**config.mk**
```make
export PLATFORM = sky130hd
export DESIGN_NAME = bsg_chip_link_wormhole_arbiter
export DESIGN_NICKNAME = d
export VERILOG_FILES = /design/src/rtl/bsg_chip_pkg.sv /design/src/rtl/bsg_chip_rr_pick.sv /design/src/rtl/bsg_chip_link_wormhole_arbiter.sv
export SDC_FILE = /design/constraint.sdc
export NUM_CORES = 1
export LEC_CHECK = 0
export ABC_AREA = 1
export ABC_CLOCK_PERIOD_IN_PS = 2700
export CORE_MARGIN = 3
export CORE_UTILIZATION = 30
export CTS_BUF_LIST = sky130_fd_sc_hd__clkbuf_2
export CTS_CLUSTER_DIAMETER = 60
export DETAILED_ROUTE_END_ITERATION = 7
export GPL_ROUTABILITY_DRIVEN = 1
export GPL_TIMING_DRIVEN = 0
export PLACE_DENSITY_LB_ADDON = 0.05
export SLEW_MARGIN = 25
export SYNTH_ARGS = -nofsm -noshare
export SYNTH_HDL_FRONTEND = slang
export SYNTH_SLANG_ARGS = --single-unit
```
**constraint.sdc**
```tcl
create_clock -name clk_i -period 2.7 [get_ports clk_i]
set_input_delay 0.54 -clock clk_i [delete_from_list [all_inputs] [get_ports clk_i]]
set_output_delay 0.54 -clock clk_i [all_outputs]
set_load 0.02 [all_outputs]
```
**src/rtl/bsg_chip_pkg.sv**
```systemverilog
// ============================================================================
//  Module   : bsg_chip_pkg
//  Brief    : Chip-link constants (ct link flit layout) and the wormhole
//             arbiter state encoding, shared by the arbiter and its picker.
//  Revision : 1.0  initial release
// ============================================================================
`default_nettype none

package bsg_chip_pkg;

  // The length field sits directly above the mem_noc cord field in a header.
  localparam int c_MEM_NOC_CORD_WIDTH = 8;
  localparam int c_CT_FLIT_WIDTH      = 32;
  localparam int c_CT_LEN_WIDTH       = 4;
  localparam int c_CT_LEN_OFFSET      = c_MEM_NOC_CORD_WIDTH;

  typedef enum logic [0:0] {
    eIdle = 1'b0,
    eBusy = 1'b1
  } arb_state_e;

  // Round-robin successor with an explicit wrap, so non power-of-two
  // requester counts never land on an unused index.
  function automatic int rr_next(input int idx, input int n);
    return (idx == n - 1) ? 0 : idx + 1;
  endfunction

endpackage

`default_nettype wire

```
**src/rtl/bsg_chip_rr_pick.sv**
```systemverilog
// ============================================================================
//  Module   : bsg_chip_rr_pick
//  Brief    : Combinational round-robin picker. Scans the request vector
//             starting at i_start, wrapping, and returns the first hit as a
//             one-hot grant plus its encoded index. All zero when no request.
//  Revision : 1.0  initial release
// ============================================================================
`default_nettype none

module bsg_chip_rr_pick #(
  parameter int NUM_REQ = 3,
  parameter int PTR_W   = $clog2(NUM_REQ)
) (
  input  logic [NUM_REQ-1:0] i_req,
  input  logic [PTR_W-1:0]   i_start,
  output logic [NUM_REQ-1:0] o_grant,
  output logic [PTR_W-1:0]   o_idx
);

  logic             w_found;
  logic [PTR_W:0]   w_sum;
  logic [PTR_W-1:0] w_cand;

  // Walk the ring from the start pointer; the first requester seen wins.
  always_comb begin
    o_grant = '0;
    o_idx   = '0;
    w_found = 1'b0;
    w_sum   = '0;
    w_cand  = '0;
    for (int k = 0; k < NUM_REQ; k++) begin
      w_sum = {1'b0, i_start} + (PTR_W+1)'(k);
      if (w_sum >= (PTR_W+1)'(NUM_REQ)) begin
        w_sum = w_sum - (PTR_W+1)'(NUM_REQ);
      end
      w_cand = w_sum[PTR_W-1:0];
      if (!w_found && i_req[w_cand]) begin
        w_found         = 1'b1;
        o_grant[w_cand] = 1'b1;
        o_idx           = w_cand;
      end
    end
  end

endmodule

`default_nettype wire

```
**src/rtl/bsg_chip_link_wormhole_arbiter.sv**
```systemverilog
// ============================================================================
//  Module   : bsg_chip_link_wormhole_arbiter
//  Brief    : Packet-granular round-robin arbiter sharing one ready_and
//             wormhole link. Grants on a header, locks until the tail flit
//             has transferred, advances the pointer only on completion.
//  Revision : 1.0  initial release
// ============================================================================
`default_nettype none

module bsg_chip_link_wormhole_arbiter
  import bsg_chip_pkg::*;
#(
  parameter int num_in_p     = 3,
  parameter int flit_width_p = c_CT_FLIT_WIDTH,
  parameter int len_width_p  = c_CT_LEN_WIDTH,
  parameter int len_offset_p = c_CT_LEN_OFFSET
) (
  input  logic                             clk_i,
  input  logic                             reset_i,
  input  logic [num_in_p-1:0]              v_i,
  input  logic [num_in_p*flit_width_p-1:0] data_i,
  output logic [num_in_p-1:0]              ready_o,
  output logic                             v_o,
  output logic [flit_width_p-1:0]          data_o,
  input  logic                             ready_i,
  output logic [num_in_p-1:0]              grant_o,
  output logic                             busy_o
);

  localparam int         c_PTR_W   = $clog2(num_in_p);
  localparam logic [0:0] c_ST_IDLE = eIdle;
  localparam logic [0:0] c_ST_BUSY = eBusy;

  logic [0:0]             r_state;
  logic [c_PTR_W-1:0]     r_rr_ptr;
  logic [num_in_p-1:0]    r_gnt;
  logic [c_PTR_W-1:0]     r_gnt_idx;
  logic [len_width_p-1:0] r_cnt;

  logic                    w_busy;
  logic [num_in_p-1:0]     w_pick_grant;
  logic [c_PTR_W-1:0]      w_pick_idx;
  logic [num_in_p-1:0]     w_grant;
  logic                    w_v;
  logic [flit_width_p-1:0] w_data;
  logic                    w_xfer;
  logic [len_width_p-1:0]  w_len;

  bsg_chip_rr_pick #(
    .NUM_REQ (num_in_p),
    .PTR_W   (c_PTR_W)
  ) u_pick (
    .i_req   (v_i),
    .i_start (r_rr_ptr),
    .o_grant (w_pick_grant),
    .o_idx   (w_pick_idx)
  );

  assign w_busy  = (r_state == c_ST_BUSY);
  assign w_grant = w_busy ? r_gnt : w_pick_grant;
  // While locked only the owner's valid matters, so a bubble stalls the link.
  assign w_v     = w_busy ? |(v_i & r_gnt) : |v_i;

  // One-hot AND-OR output mux built as an OR chain over masked flits.
  logic [flit_width_p-1:0] w_or [num_in_p+1];
  assign w_or[0] = '0;
  for (genvar g = 0; g < num_in_p; g++) begin : g_mux
    assign w_or[g+1] = w_or[g]
                     | (data_i[g*flit_width_p +: flit_width_p] & {flit_width_p{w_grant[g]}});
  end
  assign w_data = w_or[num_in_p];

  assign v_o     = ~reset_i & w_v;
  assign data_o  = w_data;
  assign grant_o = reset_i ? '0 : w_grant;
  assign ready_o = {num_in_p{ready_i & ~reset_i}} & w_grant;
  assign busy_o  = ~reset_i & w_busy;

  assign w_xfer = v_o & ready_i;
  assign w_len  = w_data[len_offset_p +: len_width_p];

  // Packet lock FSM: header opens a lock, counter runs down body flits.
  always_ff @(posedge clk_i) begin
    if (reset_i) begin
      r_state   <= c_ST_IDLE;
      r_rr_ptr  <= '0;
      r_gnt     <= '0;
      r_gnt_idx <= '0;
      r_cnt     <= '0;
    end else if (w_xfer) begin
      if (!w_busy) begin
        if (w_len == '0) begin
          r_rr_ptr <= c_PTR_W'(rr_next(int'(w_pick_idx), num_in_p));
        end else begin
          r_state   <= c_ST_BUSY;
          r_gnt     <= w_pick_grant;
          r_gnt_idx <= w_pick_idx;
          r_cnt     <= w_len;
        end
      end else if (r_cnt == len_width_p'(1)) begin
        r_state  <= c_ST_IDLE;
        r_rr_ptr <= c_PTR_W'(rr_next(int'(r_gnt_idx), num_in_p));
        r_cnt    <= '0;
      end else if (r_cnt != '0) begin
        r_cnt <= r_cnt - len_width_p'(1);
      end
    end
  end

endmodule

`default_nettype wire

```
==> results.ini, run 1 <==
[finish]
final_area_um2 = 4390
nets = 618
syn_to_final_growth_pct = 148
fillCellCount = 374
drive_gt1_share_pct = 43.1
fin_util_pct = 78.3
antenna_cells = 0

[logic_synthesis]
avgSynthCellArea_um2 = 5.47
netlist_instances = 323
async_flop_share_pct = 0
yosysWarnings = 0
synth.distinct_cells = 26
ys.flop_type = dfxtp_1
postSynthNetCount = 432
yosysSeqAreaShare_pct = 13.6
netlist_area_um2 = 1770
synth-edff-count = 0
ys_ff_latch = 12

[setup_path]
r2r_end = r_cnt[3]
critPathBufInv = 6
cp-startpoint = r_rr_ptr[0]
cp_cell_sequence = buf_4 > ha_4 > nand2_1 > nand3_2 > nand2_4 > inv_2 > nand2_1 > nand2_2 > inv_2 > nand3_4 > buf_6 > buf_6 > nand3_1 > nand3_2 > buf_6
worstSetupEndpoint = data_o[6]
cp.arrival_ps = 2370
critical_path_depth = 15
reg2reg_slack_ps = 90
path_class = register to output pin
required_ps = 2160
worst-path-max-fanout = 10
r2r-start = r_rr_ptr[0]
cp_slowest_stage_delay_ps = 380
endpoint_kind = output pin
worst_setup_path_start_kind = register
crit_top_cell = buf_6
r2r_cells = 18
crit_family = simple AND/OR/NAND/NOR gates
slowest_stage = dfxtp_4

[clock_network]
insertion_delay_ps = 280
path_clk_slew_ps = 120
cts_root_buf = clkbuf_2
cts_tree = built
hold_buffers = 0
cts_buffers = 3
clock-sinks = 12
cts_max_path_buffers = 2
htree_levels = 1

[place]
gp_congestion = 0.827
dpl_cell_area_um2 = 3270
portBuffers = 141
dp_hpwl_um = 6580

[timing]
relSlewSlack_pct = 41.7
maxSlewViolCount = 0
period_minus_slack_ps = 2910
hold_viol = 0
rsz0062_at_grt = yes
setup_violations = 35
worstMarginPinSlew_ps = 875
setup_slack_ps = -213
skew_ps = 2.36
finalCritPeriodShare_pct = 108
fmaxAchievable_mhz = 343

[routing]
avgViaCountPerCell = 5.36
dr.pass1.iters = 4
wire_per_inst_um = 18.4
dr_total_vias = 3110
drc = 0
drt_iter0_markers = 199
postRouteAntennaNets = 0
wl_um = 10700

[floorplan]
ios = 142
die_w_um = 82.8
initial_core_util_pct = 31.5
fp-row-count = 27
die_h_um = 82.8
core_area_um2 = 5610
die_area_um2 = 6850

[grt]
grt_max_degree = 11
antenna_found_initial = 0
grt_pass1_vias = 2771
grt_pass1_wl_um = 13900
globalRouteTotalUtil_pct = 25.9
overflow = 0

[power_and_ir_drop]
power_density_nw_per_um2 = 562
peakVddDrop_v = 0.000384
power_leakage_nw = 2.03

[worst_hold_path]
hp-class = register to register
min_from = r_rr_ptr[0]

[outcome]
violations = setup timing
status = finished with violations

[job]
drv_cap = 0

[worst min-delay path by stage]
stage	endpoint	slack [ps]	cells after the start
after floorplan	r_cnt[1]	470	2
after global placement	r_cnt[1]	500	2
after detailed placement	r_gnt[2]	510	4
after CTS	r_gnt[2]	530	4
after global routing	r_cnt[1]	560	2
final	r_rr_ptr[0]	530	2
[what timing repair did]
item	in CTS	in global routing
endpoints found under the setup margin	39	43
resized for setup	289	108
buffers inserted	20	20
pin swaps	21	36
cloned	3	3
[area by class of cell]
class | instances | area (µm²) | share of cell area [%]
tap | 72 | 90.1 | 2.05
timing repair buffer | 183 | 1890 | 43.2
clock inverter | 1 | 3.75 | 0.0855
sequential | 12 | 248 | 5.64
multi-input combinational | 267 | 1900 | 43.3
clock buffer | 3 | 15.0 | 0.342
buffer | 14 | 115 | 2.62
inverter | 28 | 121 | 2.77
[state kept, by name (all words and copies together) (netlist names)]
signal	cells
r_cnt	4
r_gnt	3
r_gnt_idx	2
r_rr_ptr	2
r_state	1
[power by group]
group | total (W) | internal (W) | leakage (nW) | switching, W
registers | 0.000214 | 0.000196 | 0.0998 | 0.0000187
clock network | 0.0000973 | 0.0000321 | 0.0140 | 0.0000652
logic | 0.00215 | 0.00105 | 1.92 | 0.00111
total | 0.00247 | 0.00127 | 2.03 | 0.00119
[placed cells by master (no fill, tap or decap), drive strengths merged]
cell type / n
xor2: 1
a2bb2oi: 1
nand2: 82
ha: 7
inv: 27
nor2: 31
a31oi: 2
clkinv: 2
a22oi: 2
buf: 85
clkbuf: 12
dfxtp: 12
o21ai: 4
a21oi: 11
nand3: 123
nor3: 3
dlygate4sd2: 3
clkdlybuf4s50: 100
[routing by layer]
layer | track usage (%) | wire, µm
met3 | 4.56 | 946
met1 | 31.5 | 3890
met4 | 7.68 | 383
met5 | 0 | 0
met2 | 46.2 | 5450
[Yosys cell counts, types with 2 or more instances]
cell | n | share of area (%)
nor2_1 | 28 | 5.9
nand3_1 | 112 | 32
o21ai_0 | 2 | 0.57
ha_1 | 7 | 5.0
buf_1 | 3 | 0.64
a31oi_1 | 2 | 0.71
buf_2 | 5 | 1.4
inv_1 | 23 | 4.9
nor2_2 | 2 | 0.71
a22oi_1 | 2 | 0.85
nor3_1 | 3 | 0.85
inv_2 | 4 | 0.85
clkbuf_1 | 9 | 1.9
a21oi_1 | 11 | 3.1
nand2_2 | 3 | 1.1
nand2_1 | 77 | 16
nand3_2 | 10 | 5.7
dfxtp_1 | 12 | 14
[metrics by stage]
step	hold WS, ps	TNS, ps	instances	worst slack, ps	power (W)
5_1_grt	560	-11390	580	-358	0.00261
3_3_place_gp	503	-33260	536	-1120	0.00161
3_5_place_dp	513	-33260	536	-1130	0.00162
2_1_floorplan	475	0	323	38.0	0.000994
4_1_cts	533	-3040	563	-119	0.00205
6_report	526	-5350	580	-213	0.00247
[kinds of logic after synthesis]
kind of cell / Yosys count / synth area share [%]
and+or+nand+nor: 238 / 64.5
buffers and inverters: 45 / 9.91
AOI/OAI and AO/OA: 20 / 6.51
DFF: 12 / 13.6
adders and majority gates: 7 / 4.95
xor gates and xnor gates: 1 / 0.495
[worst register-to-register path: cells and delay by family, from the launching register on]
family,cells,cell delay (ps)
and+or+nand+nor,11,1160
adders and majority gates,1,170
DFF,1,380
AOI/OAI and AO/OA,1,200
buffers and inverters,5,600
No activity file was read; power rests on OpenSTA's default activity.
==> run 2: changes to the inputs <==
--- a/config.mk
+++ b/config.mk
@@ -9,12 +9,13 @@
 export ABC_CLOCK_PERIOD_IN_PS = 2700
 export CORE_MARGIN = 3
 export CORE_UTILIZATION = 30
-export CTS_BUF_LIST = sky130_fd_sc_hd__clkbuf_2
+export CTS_BUF_LIST = sky130_fd_sc_hd__clkbuf_8
 export CTS_CLUSTER_DIAMETER = 60
 export DETAILED_ROUTE_END_ITERATION = 7
 export GPL_ROUTABILITY_DRIVEN = 1
 export GPL_TIMING_DRIVEN = 0
 export PLACE_DENSITY_LB_ADDON = 0.05
+export SKIP_LAST_GASP = 1
 export SLEW_MARGIN = 25
 export SYNTH_ARGS = -nofsm -noshare
 export SYNTH_HDL_FRONTEND = slang
==> run 2 against run 1 <==
Effect of this change:
- the flow still finishes with violations (setup timing)
- clock-buffer cell count is 1 higher
- total power grew 4.6%
- sequential power about the same
- utilization grew 1.2 points
- highest routed layer unchanged
- sequential share of layout area shrank 0.089 points
- maximum frequency rose by 1.3%
- register-to-register slack gained 40 ps
- clock power increased by 110%
- first-iteration DRC count up 9.0%
==> results.ini, run 2 (same netlist as run 1, synthesis figures left out) <==
[setup_path]
worstSetupEndpoint = data_o[0]
slowest_stage = dfxtp_4
worst-path-max-fanout = 6  ; -4
endpoint_kind = output pin
r2r-start = r_rr_ptr[0]
critPathBufInv = 5  ; -1
crit_top_cell = buf_6
critical_path_depth = 13  ; -2
cp_cell_sequence = buf_6 > ha_4 > buf_4 > nand3_2 > nand2_4 > nor2_4 > nand3_4 > nand3_4 > buf_6 > buf_12 > nand3_1 > nand3_2 > buf_6
path_class = register to output pin
crit_family = simple AND/OR/NAND/NOR gates
r2r_cells = 21  ; +3
reg2reg_slack_ps = 130  ; +40 ps
cp.arrival_ps = 2340  ; -30 ps
required_ps = 2160  ; about the same
worst_setup_path_start_kind = register
cp-startpoint = r_rr_ptr[0]
cp_slowest_stage_delay_ps = 360  ; -20 ps
r2r_end = r_rr_ptr[1]

[clock_network]
cts_root_buf = clkbuf_8
path_clk_slew_ps = 60  ; -60 ps
insertion_delay_ps = 250  ; -30 ps
clock-sinks = 12  ; unchanged
cts_max_path_buffers = 2  ; unchanged
hold_buffers = 0  ; unchanged
cts_tree = built
cts_buffers = 3  ; unchanged
htree_levels = 1  ; unchanged

[place]
portBuffers = 141  ; unchanged
dp_hpwl_um = 6580  ; unchanged
gp_congestion = 0.827  ; unchanged

[finish]
nets = 632  ; +2.3%
fin_util_pct = 79.5  ; +1.2 points
regMostFlops = r_cnt
final_common_cell = clkdlybuf4s50_1
largest_reg_flops = 4  ; unchanged
final_cell_mix = 100 x clkdlybuf4s50_1, 73 x nand3_1, 44 x buf_6, 44 x buf_4, 43 x nand2_1
drive_gt1_share_pct = 42.1  ; -0.96 points
syn_to_final_growth_pct = 152
reg_top3 = r_cnt: 4 flops, r_gnt: 3 flops
antenna_cells = 0  ; unchanged

[floorplan]
die_area_um2 = 6850  ; unchanged
core_area_um2 = 5610  ; unchanged
die_w_um = 82.8  ; unchanged
fp-row-count = 27  ; unchanged
ios = 142  ; unchanged
initial_core_util_pct = 31.5  ; unchanged
die_h_um = 82.8  ; unchanged

[power_and_ir_drop]
power_leakage_nw = 2.11  ; +3.8%
power_density_nw_per_um2 = 579  ; +3.0%
total_power_w = 0.00258  ; +4.6%
peakVddDrop_v = 0.000339  ; -12%

[grt]
grt_pass1_wl_um = 14600  ; +4.9%
antenna_found_initial = 0  ; unchanged
grt_pass1_vias = 2979  ; +7.5%
overflow = 0  ; unchanged
globalRouteTotalUtil_pct = 27.5  ; +1.6 points
grt_max_degree = 11  ; unchanged

[timing]
hold_viol = 0  ; unchanged
setup_slack_ps = -177  ; +36.0 ps
finalCritPeriodShare_pct = 107  ; -1.3 points
skew_ps = 3.47  ; +1.11 ps
fmaxAchievable_mhz = 348  ; +1.3%
setup_violations = 34  ; -2.9%
period_minus_slack_ps = 2880  ; -36.0 ps
relSlewSlack_pct = 57.0  ; +15 points
hold_ws_ps = 531  ; +4.83 ps
worstMarginPinSlew_ps = 642  ; -233 ps
maxSlewViolCount = 0  ; unchanged
rsz0062_at_grt = yes

[worst_hold_path]
hp-class = register to register
hold_depth = 2  ; unchanged

[routing]
wl_um = 11300  ; +5.5%
drc = 0  ; unchanged
postRouteAntennaNets = 0  ; unchanged
wire_per_inst_um = 19.0  ; +3.1%
dr.pass1.iters = 5  ; +1
drt_iter0_markers = 217  ; +9.0%
avgViaCountPerCell = 5.44  ; +1.5%
dr_total_vias = 3233  ; +4.0%

[outcome]
status = finished with violations
violations = setup timing

[job]
drv_cap = 0  ; unchanged

[run 2: metrics by stage]
step / area [µm²] / setup WS (ps) / TNS [ps] / cells
floorplan: 1770 / 38.0 / 0 / 323
global placement: 3270 / -1120 / -33260 / 536
detailed placement: 3270 / -1130 / -33260 / 536
CTS: 3950 / -66.9 / -890 / 573
global route: 4460 / -278 / -8370 / 594
finish: 4460 / -177 / -4340 / 594
[run 2: worst min-delay path by stage]
stage / start / slack [ps] / end
6_report: r_cnt[1] / 530 / r_cnt[1]
3_5_place_dp: r_gnt[2] / 510 / r_gnt[2]
5_1_grt: r_cnt[1] / 550 / r_cnt[1]
3_3_place_gp: r_cnt[1] / 500 / r_cnt[1]
2_1_floorplan: r_cnt[1] / 470 / r_cnt[1]
4_1_cts: r_gnt[2] / 520 / r_gnt[2]
[run 2: where the power goes]
| group | internal, W | switching, W |
|---|---|---|
| registers | 0.000196 | 0.0000149 |
| logic | 0.00106 | 0.00111 |
| clock network | 0.000129 | 0.0000724 |
[run 2: worst min-delay path: cells and delay by family, from the launching register on]
| family | cells | cell delay [ps] |
|---|---|---|
| compound gates | 1 | 110 |
| flops | 1 | 320 |
| simple gates | 1 | 50 |
[run 2: layout make-up]
type	count	area [µm²]
fillers	362	1150
multi-input cells	266	1820
flip-flops and latches	12	248
repair buffers	195	1970
well taps	72	90.1
plain buffers	17	154
inverters	28	124
clock buffers	4	55.1
[run 2: what timing repair did]
action	CTS	global route
resized for setup	287	100
endpoints found under the hold margin	0	0
gates cloned	4	2
setup endpoints to repair	39	42
pin swaps	10	39
buffers inserted	29	21
[run 2: routing by layer]
layer  track usage, %  part of all wire (%)
met4             14.7                   5.1
met5                0                     0
met1             30.5                    34
met3             6.72                   9.6
met2             48.0                    51
==> run 3: changes to the inputs <==
--- a/config.mk
+++ b/config.mk
@@ -20,3 +20,4 @@
 export SYNTH_ARGS = -nofsm -noshare
 export SYNTH_HDL_FRONTEND = slang
 export SYNTH_SLANG_ARGS = --single-unit
+export TNS_END_PERCENT = 20
==> run 3 against run 2 <==
Effect of this change:
- clock-buffer cell count unchanged
- utilization down 6.5 points
- non-clock buffer count down 12
- first-iteration DRC count down 18%
- highest routed layer unchanged
- maximum frequency up 1.9%
- global-route usage down 0.13 points
- setup slack better by 54 ps
- cell count down 2.0%
- the flow still finishes with violations (setup timing)
- largest cell class unchanged
- sequential power about the same
- combinational power down 13%
==> results.ini, run 3 (same netlist as run 1, synthesis figures left out) <==
[outcome]
status = finished with violations
violations = setup timing

[timing]
setup_slack_ps = -123  ; +53.8 ps
hold_ws_ps = 525  ; -6.08 ps
tns_ps = -3570  ; +768 ps
hold_viol = 0  ; unchanged
maxSlewViolCount = 0  ; unchanged
worstMarginPinSlew_ps = 625  ; -16.6 ps
period_minus_slack_ps = 2820  ; -53.8 ps
fmaxAchievable_mhz = 354  ; +1.9%
finalCritPeriodShare_pct = 105  ; -2.0 points
setup_violations = 41  ; +21%
relSlewSlack_pct = 58.1  ; +1.1 points
skew_ps = 5.32  ; +1.85 ps
rsz0062_at_grt = yes

[setup_path]
worst_setup_path_start_kind = register
cp.arrival_ps = 2280  ; -60 ps
required_ps = 2160  ; about the same
worst-path-max-fanout = 6  ; unchanged
endpoint_kind = output pin
path_class = register to output pin
reg2reg_slack_ps = -70  ; -200 ps

[finish]
regMostFlops = r_cnt
final_area_um2 = 4100  ; -8.2%
final_cell_mix = 100 x clkdlybuf4s50_1, 93 x nand3_1, 58 x nand2_1
antenna_cells = 0  ; unchanged
multiInputGateArea_um2 = 1620  ; -11%
register_area_um2 = 248  ; unchanged
drive_gt1_share_pct = 32.2  ; -10 points
syn_to_final_growth_pct = 132
final_common_cell = clkdlybuf4s50_1
fillCellCount = 432  ; +19%
largest_reg_flops = 4  ; unchanged
nets = 620  ; -1.9%
reg_top3 = r_cnt: 4 flops, r_gnt: 3 flops
stdcell_count = 582  ; -2.0%

[clock_network]
hold_buffers = 0  ; unchanged
cts_tree = built
cts_root_buf = clkbuf_8
path_clk_slew_ps = 60  ; about the same
cts_max_path_buffers = 2  ; unchanged
insertion_delay_ps = 250  ; about the same
clock-sinks = 12  ; unchanged
cts_buffers = 3  ; unchanged
htree_levels = 1  ; unchanged

[routing]
dr.pass1.iters = 4  ; -1
dr_total_vias = 3031  ; -6.2%
drc = 0  ; unchanged
wl_um = 9950  ; -12%
postRouteAntennaNets = 0  ; unchanged
avgViaCountPerCell = 5.21  ; -4.3%
wire_per_inst_um = 17.1  ; -9.9%
drt_iter0_markers = 177  ; -18%

[grt]
globalRouteTotalUtil_pct = 27.4  ; -0.13 points
grt_pass1_wl_um = 14500  ; -0.14%
antenna_found_initial = 0  ; unchanged
grt_max_degree = 11  ; unchanged
grt_pass1_vias = 2926  ; -1.8%
overflow = 0  ; unchanged

[floorplan]
fp-row-count = 27  ; unchanged
core_area_um2 = 5610  ; unchanged
die_area_um2 = 6850  ; unchanged
die_w_um = 82.8  ; unchanged
initial_core_util_pct = 31.5  ; unchanged
die_h_um = 82.8  ; unchanged
ios = 142  ; unchanged

[power_and_ir_drop]
power_leakage_nw = 1.92  ; -9.0%
peakVddDrop_v = 0.000323  ; -4.8%
switching_share_pct = 46.5  ; +0.067 points
switchingPower_w = 0.00107  ; -11%
internal-power_w = 0.00123  ; -11%
pwr-share-comb_pct = 82.1  ; -1.9 points
pwr-share-clk_pct = 8.8  ; +1.0 points
power_density_nw_per_um2 = 562  ; -2.9%
power_frac_seq_pct = 9.1  ; +0.9 points

[job]
drv_cap = 0  ; unchanged

[worst_hold_path]
hp-class = register to register

[place]
dp_hpwl_um = 6580  ; unchanged
gp_congestion = 0.827  ; unchanged
portBuffers = 141  ; unchanged
placedCellCount = 536  ; unchanged
dpl_cell_area_um2 = 3270  ; unchanged

[run 3: per-layer routing]
layer / wire [µm] / up-vias / share of wire, % / global-route usage [%]
met3: 926 / 38 / 9.3 / 6.62
met1: 3580 / 1389 / 36 / 31.1
li1: - / 1463 / - / -
met2: 4990 / 141 / 50 / 46.5
met5: 0 / - / 0 / 0
met4: 452 / 0 / 4.5 / 15.5
[run 3: path summary, 6_finish.rpt]
check / startpoint / end / cells after the start
setup reg to reg: r_rr_ptr[0] / r_rr_ptr[0] / 23
hold reg to reg: r_gnt[2] / r_gnt[2] / 4
setup / recovery: r_rr_ptr[0] / data_o[19] / 14
hold / removal: r_gnt[2] / r_gnt[2] / 4
[run 3: area by class of cell]
type / count / share of cell area [%]
sequential: 12 / 6.05
tap: 72 / 2.20
buffer: 16 / 3.18
inverter: 28 / 2.96
clock buffer: 4 / 1.34
timing repair buffer: 184 / 44.7
multi-input combinational: 266 / 39.6
[run 3: power groups by stage]
stage          clock, W  sequential (W)  combinational [W]
2_1_floorplan         0        0.000209           0.000785
3_3_place_gp          0        0.000211            0.00139
3_5_place_dp          0        0.000212            0.00140
4_1_cts        0.000207        0.000209            0.00165
5_1_grt        0.000218        0.000211            0.00203
6_report       0.000202        0.000209            0.00189
[run 3: worst max-delay path: stages, from the launching register on]
cell,delay [ps]
dfxtp_4,360
buf_4,140
ha_4,170
o21ai_2,150
nand2_4,110
buf_4,150
buf_4,130
nand3_4,70
nand3_4,120
nand2_4,140
inv_8,60
clkbuf_16,160
nand2_1,70
nand3_2,70
buf_6,130
[run 3: stage by stage]
stage | utilization (%) | total power (W) | setup WS, ps
after floorplan | - | 0.000994 | 38.0
after global placement | 58.3 | 0.00161 | -1120
after detailed placement | 58.3 | 0.00162 | -1130
after CTS | 68.0 | 0.00207 | -73.6
after global routing | 73.0 | 0.00246 | -254
final | 73.0 | 0.00230 | -123
[run 3: repair_timing]
action	in CTS	in global routing
endpoints found under the hold margin	0	0
gates resized for setup	240	64
pin swaps	10	16
cloned	4	1
buffers inserted	29	9
endpoints found under the setup margin	39	41
